[src/rtl/io_bus_arbiter.sv]
// Two-master arbiter for a single device bus.
// Each transaction runs IDLE -> ADDR -> WAIT -> RESP and can end in an ack or a timeout abort.
module io_bus_arbiter #(
  parameter int unsigned DBITS     = 32,
  parameter int unsigned TIMEOUT   = 8,
  parameter bit          FIXED_PRI = 1'b0
) (
  input  logic             clk,
  input  logic             reset,

  input  logic             m0_req,
  input  logic             m0_wr,
  input  logic [DBITS-1:0] m0_addr,
  input  logic [DBITS-1:0] m0_wdata,
  output logic             m0_gnt,
  output logic             m0_done,

  input  logic             m1_req,
  input  logic             m1_wr,
  input  logic [DBITS-1:0] m1_addr,
  input  logic [DBITS-1:0] m1_wdata,
  output logic             m1_gnt,
  output logic             m1_done,

  output logic             err,
  output logic [DBITS-1:0] rdata,

  output logic [DBITS-1:0] bus_addr,
  output logic [DBITS-1:0] bus_wdata,
  output logic             bus_oe,
  output logic             bus_wrtEn,
  input  logic [DBITS-1:0] bus_rdata,
  input  logic             bus_ack
);

  localparam logic [1:0] IDLE = 2'd0;
  localparam logic [1:0] ADDR = 2'd1;
  localparam logic [1:0] WAIT = 2'd2;
  localparam logic [1:0] RESP = 2'd3;

  localparam logic [3:0] TimeoutCnt = 4'(TIMEOUT);

  logic [1:0]       state_q, state_d;
  logic             owner_q, owner_d;
  logic             ptr_q, ptr_d;
  logic             wr_q, wr_d;
  logic [DBITS-1:0] addr_q, addr_d;
  logic [DBITS-1:0] wdata_q, wdata_d;
  logic [3:0]       cnt_q, cnt_d;
  logic [3:0]       cnt_inc;
  logic [DBITS-1:0] rdata_q, rdata_d;
  logic             err_q, err_d;
  logic             m0_gnt_q, m0_gnt_d;
  logic             m1_gnt_q, m1_gnt_d;
  logic             m0_done_q, m0_done_d;
  logic             m1_done_q, m1_done_d;
  logic             pick_m1;

  // ptr_q = 1 means m1 is favoured on a tie; it is ignored with fixed priority.
  assign pick_m1 = m1_req & (~m0_req | (~FIXED_PRI & ptr_q));
  assign cnt_inc = cnt_q + 4'd1;

  always_comb begin
    state_d   = state_q;
    owner_d   = owner_q;
    ptr_d     = ptr_q;
    wr_d      = wr_q;
    addr_d    = addr_q;
    wdata_d   = wdata_q;
    cnt_d     = cnt_q;
    rdata_d   = rdata_q;
    err_d     = err_q;
    m0_gnt_d  = 1'b0;
    m1_gnt_d  = 1'b0;
    m0_done_d = 1'b0;
    m1_done_d = 1'b0;

    unique case (state_q)
      IDLE: begin
        if (m0_req || m1_req) begin
          owner_d  = pick_m1;
          wr_d     = pick_m1 ? m1_wr    : m0_wr;
          addr_d   = pick_m1 ? m1_addr  : m0_addr;
          wdata_d  = pick_m1 ? m1_wdata : m0_wdata;
          cnt_d    = 4'd0;
          m0_gnt_d = ~pick_m1;
          m1_gnt_d = pick_m1;
          ptr_d    = ~pick_m1;
          state_d  = ADDR;
        end
      end
      ADDR: begin
        state_d = WAIT;
      end
      WAIT: begin
        if (bus_ack) begin
          rdata_d   = wr_q ? '0 : bus_rdata;
          err_d     = 1'b0;
          m0_done_d = ~owner_q;
          m1_done_d = owner_q;
          state_d   = RESP;
        end else begin
          cnt_d = cnt_inc;
          if (cnt_inc == TimeoutCnt) begin
            rdata_d   = '0;
            err_d     = 1'b1;
            m0_done_d = ~owner_q;
            m1_done_d = owner_q;
            state_d   = RESP;
          end
        end
      end
      RESP: begin
        state_d = IDLE;
      end
      default: begin
        state_d = IDLE;
      end
    endcase
  end

  always_ff @(posedge clk or negedge reset) begin
    if (!reset) begin
      state_q   <= IDLE;
      owner_q   <= 1'b0;
      ptr_q     <= 1'b0;
      wr_q      <= 1'b0;
      addr_q    <= '0;
      wdata_q   <= '0;
      cnt_q     <= 4'd0;
      rdata_q   <= '0;
      err_q     <= 1'b0;
      m0_gnt_q  <= 1'b0;
      m1_gnt_q  <= 1'b0;
      m0_done_q <= 1'b0;
      m1_done_q <= 1'b0;
    end else begin
      state_q   <= state_d;
      owner_q   <= owner_d;
      ptr_q     <= ptr_d;
      wr_q      <= wr_d;
      addr_q    <= addr_d;
      wdata_q   <= wdata_d;
      cnt_q     <= cnt_d;
      rdata_q   <= rdata_d;
      err_q     <= err_d;
      m0_gnt_q  <= m0_gnt_d;
      m1_gnt_q  <= m1_gnt_d;
      m0_done_q <= m0_done_d;
      m1_done_q <= m1_done_d;
    end
  end

  // Bus strobes decode from the state register so a reset drops them without a clock.
  always_comb begin
    bus_addr  = '0;
    bus_oe    = 1'b0;
    bus_wrtEn = 1'b0;
    bus_wdata = '0;
    if (state_q == ADDR || state_q == WAIT) begin
      bus_addr = addr_q;
    end
    if (state_q == ADDR && wr_q) begin
      bus_oe    = 1'b1;
      bus_wrtEn = 1'b1;
      bus_wdata = wdata_q;
    end
  end

  assign m0_gnt  = m0_gnt_q;
  assign m1_gnt  = m1_gnt_q;
  assign m0_done = m0_done_q;
  assign m1_done = m1_done_q;
  assign rdata   = rdata_q;
  assign err     = err_q;

endmodule

[config.mk]
export PLATFORM = sky130hd
export DESIGN_NAME = io_bus_arbiter
export DESIGN_NICKNAME = d
export VERILOG_FILES = /design/src/rtl/io_bus_arbiter.sv
export SDC_FILE = /design/constraint.sdc
export NUM_CORES = 1
export LEC_CHECK = 0
export ABC_CLOCK_PERIOD_IN_PS = 1900
export BUFFER_PORTS_ARGS = -buffer_cell sky130_fd_sc_hd__buf_2
export CAP_MARGIN = 20
export CORE_MARGIN = 5
export CORE_UTILIZATION = 30
export DETAILED_ROUTE_END_ITERATION = 7
export GPL_ROUTABILITY_DRIVEN = 0
export MAX_ROUTING_LAYER = met4
export PLACE_DENSITY = 0.65
export SLEW_MARGIN = 15
export SYNTH_ARGS = -nofsm -noshare
export SYNTH_HDL_FRONTEND = slang
export SYNTH_SLANG_ARGS = --single-unit
[constraint.sdc]
create_clock -name clk -period 1.9 [get_ports clk]
set_input_delay 0.475 -clock clk [delete_from_list [all_inputs] [get_ports clk]]
set_output_delay 0.475 -clock clk [all_outputs]
set_load 0.02 [all_outputs]
==> key figures <==
Power and ir drop
  – Reg power frac: 32.1%
  – VDD IR max: 1100 uV
  – Gate power share: 53.7%
  – Int Power: 7.27 mW
  – Pleak: 4.33 nW
  – Switching share of total power: 40.9%
  – Psw: 5.04 mW
  – Clock power frac: 14.2%
  – Pwr/cell area: 1580 nW/um^2

STA
  – Setup TNS: -6.81 ns
  – Setup Viol. Count Final: 66
  – Final hold viol count: 0
  – Worst rel slew slack: 68.7%
  – Max Slew Vio Count: 0
  – RSZ-0062 raised after global routing: true
  – Fin crit share: 108%
  – Actual slew at the worst max-slew pin: 0.470 ns
  – Min setup slack post-route: -0.144 ns
  – Setup Skew: 0.00702 ns
  – Fmax: 0.489 GHz
  – Fin crit period: 2.04 ns

CTS
  – Clock root cell: clkbuf_16
  – CTS sink cnt: 110
  – Hold_buf cts: 0
  – Num CTS Buffers: 9
  – H-tree levels: 3
  – Clock latency on the worst-skew pair: 0.34 ns
  – CTS tree: built
  – Clock Tree Buf Depth: 2
  – Worst-path clk slew: 0.07 ns

Synthesis
  – Top_reg_cell synth: dfrtp_1
  – Synth Area in XOR/XNOR: 0%
  – Multiplexer share of the synthesized area: 7.62%
  – Netlist cell types: 37
  – Synth Area in Simple Gates: 17.4%
  – Synth Area in Adders: 0.926%
  – Dominant cell type by area after synthesis: dfrtp_1
  – Ys Warns: 0
  – Net count after synthesis: 730
  – Post-synth EDFFs: 0
  – Top cell type's share of synthesized area: 50.9%
  – Avg Synthesized Cell Area: 9.67 sq um
  – Largest family of logic cells by synthesized area: simple AND/OR/NAND/NOR gates
  – Area contributors post-synth: dfrtp_1 51%, nand2_1 8.8%, mux2i_1 7.4%
  – Mapped cell area: 5410 sq um
  – Synth Area in Compound Gates: 15.8%
  – Seq/Total Area, Yosys: 50.9%
  – Post-synth ARST share: 100%
  – Synthesized flop and latch total: 110
  – Gate Count Post-Synth: 559

Run status
  – Failing checks: negative setup slack
  – Outcome: complete, but fails checks

Setup path
  – Setup Crit Path Kind: flip-flop to output pin
  – Worst Setup End Kind: output pin
  – WP data required: 1.42 ns
  – CP Max Fanout: 16
  – Startpoint types: flip-flop
  – Worst Path Arrival: 1.57 ns
  – Cells on worst reg2reg path: 6
  – FF-to-FF setup slack: 0.22 ns

Layout
  – P&R area growth vs syn: 44.3%
  – Commonest cells after routing, fill and taps aside: 202 x buf_2, 125 x nand2_1, 109 x dfrtp_1, 54 x buf_4, 40 x mux2i_1
  – Diodes inserted: 0
  – Fillers: 1,748
  – Finished Core Util: 43.7%
  – Seq. cell area: 2750 sq um
  – Final #Nets: 995
  – Share of cells above drive strength 1: 42.1%
  – Commonest non-fill, non-tap cell in the layout: buf_2
  – Multi-input logic area: 2340 sq um

Routing
  – DRC viols: 0
  – Pre-antenna DRT Iters: 4
  – Via density: 4.66
  – Iteration-0 DRC Markers: 154
  – Via count: 4,927
  – Routed WL: 16,500 um
  – WL/cell: 15.6 um
  – ANT nets after route: 0

Die
  – Core area: 17,800 sq um
  – Initial Util: 30.3%
  – IO Pins: 270
  – Die H: 144 um
  – Rows: 49
  – Die width: 144 um
  – Die area: 20,800 sq um

Global route
  – Largest net degree at the start of global routing: 86
  – First-pass GRT wire length: 25,300 um
  – Vias in the first global route: 4,979
  – Initial antenna violation count: 0
  – Gr ovfl total: 0
  – Tot GR Track Use: 15.9%

Placed design
  – DP HPWL: 12,300 um
  – IO buf count: 269

Run
  – Max-capacitance violation count: 0

Worst hold path
  – Hold Path Class: primary input to async pin
[path summary, 6_finish.rpt]
path                                 to        start
setup / recovery           bus_addr[28]   state_q[0]
hold / removal                 rdata[7]        reset
hold reg to reg              wdata_q[8]   wdata_q[8]
max in group asynchronous     rdata[17]        reset
setup reg to reg              rdata[13]   state_q[0]
min in group clk             addr_q[17]  m0_addr[17]
[cell type report]
class,instances,area share [%]
inverters,39,1.88
clock buffers,11,2.98
clock inverters,5,0.449
flip-flops and latches,110,35.3
well taps,229,3.67
multi-input cells,365,30.0
repair buffers,299,25.7
[per-layer routing]
layer,GRT usage [%],part of all wire [%],up-vias
met5,-,0,-
li1,-,-,2446
met4,4.57,1.2,0
met3,3.51,8.3,12
met2,25.3,47,206
met1,20.5,43,2263
[cells by family after synthesis]
kind of cell,Yosys count
and+or+nand+nor,200
AOI/OAI and AO/OA,120
DFF,110
buffers and inverters,84
muxes,41
adders and majority gates,4
[metrics by stage]
step	worst slack, ns	instance area [sq um]	std cells	total power, mW	hold slack (ns)
6_report	-0.144	7800	1058	12.3	0.0808
5_1_grt	-0.213	7800	1058	13.3	0.110
4_1_cts	-0.158	7710	1056	12.0	0.0806
3_5_place_dp	0.158	7130	1039	9.47	0.448
3_3_place_gp	0.178	7130	1039	9.35	0.440
2_1_floorplan	0.129	5410	559	7.41	0.179
[worst max-delay path: stages, from the launching register on]
cell	delay, ns
dfrtp_1	0.40
inv_2	0.07
ha_4	0.30
clkbuf_16	0.18
and2_1	0.15
buf_6	0.12
[registers in the layout, summed over array words and instances (netlist names)]
name	flops
addr_q	32
wdata_q	32
m0_done	1
m0_gnt	1
wr_q	1
err	1
cnt_q	4
rdata	32
ptr_q	1
owner_q	1
m1_gnt	1
state_q	2
m1_done	1
[power by group through the flow]
stage / combinational (mW) / clock (mW) / sequential (mW)
2_1_floorplan: 3.23 / 0 / 4.17
3_3_place_gp: 5.40 / 0 / 3.94
3_5_place_dp: 5.51 / 0 / 3.95
4_1_cts: 6.22 / 1.84 / 3.93
5_1_grt: 7.25 / 1.94 / 4.07
6_report: 6.61 / 1.75 / 3.95
[what timing repair did]
action | CTS | global route
cloned | 0 | 1
setup buffers | 1 | 1
endpoints found under the setup margin | 66 | 66
pin swaps | 0 | 2
resized for setup | 102 | 23
[cells in the mapped netlist (4+ instances only)]
master	instances
nand2_1	126
dfrtp_1	110
mux2i_1	40
inv_1	38
o21ai_0	34
and2_1	33
and3_1	33
o32ai_1	32
clkbuf_1	27
a22oi_1	25
o21ai_1	10
buf_4	8
buf_6	6
buf_2	4
ha_1	4
Note: power is estimated with default switching activity, not from simulation.
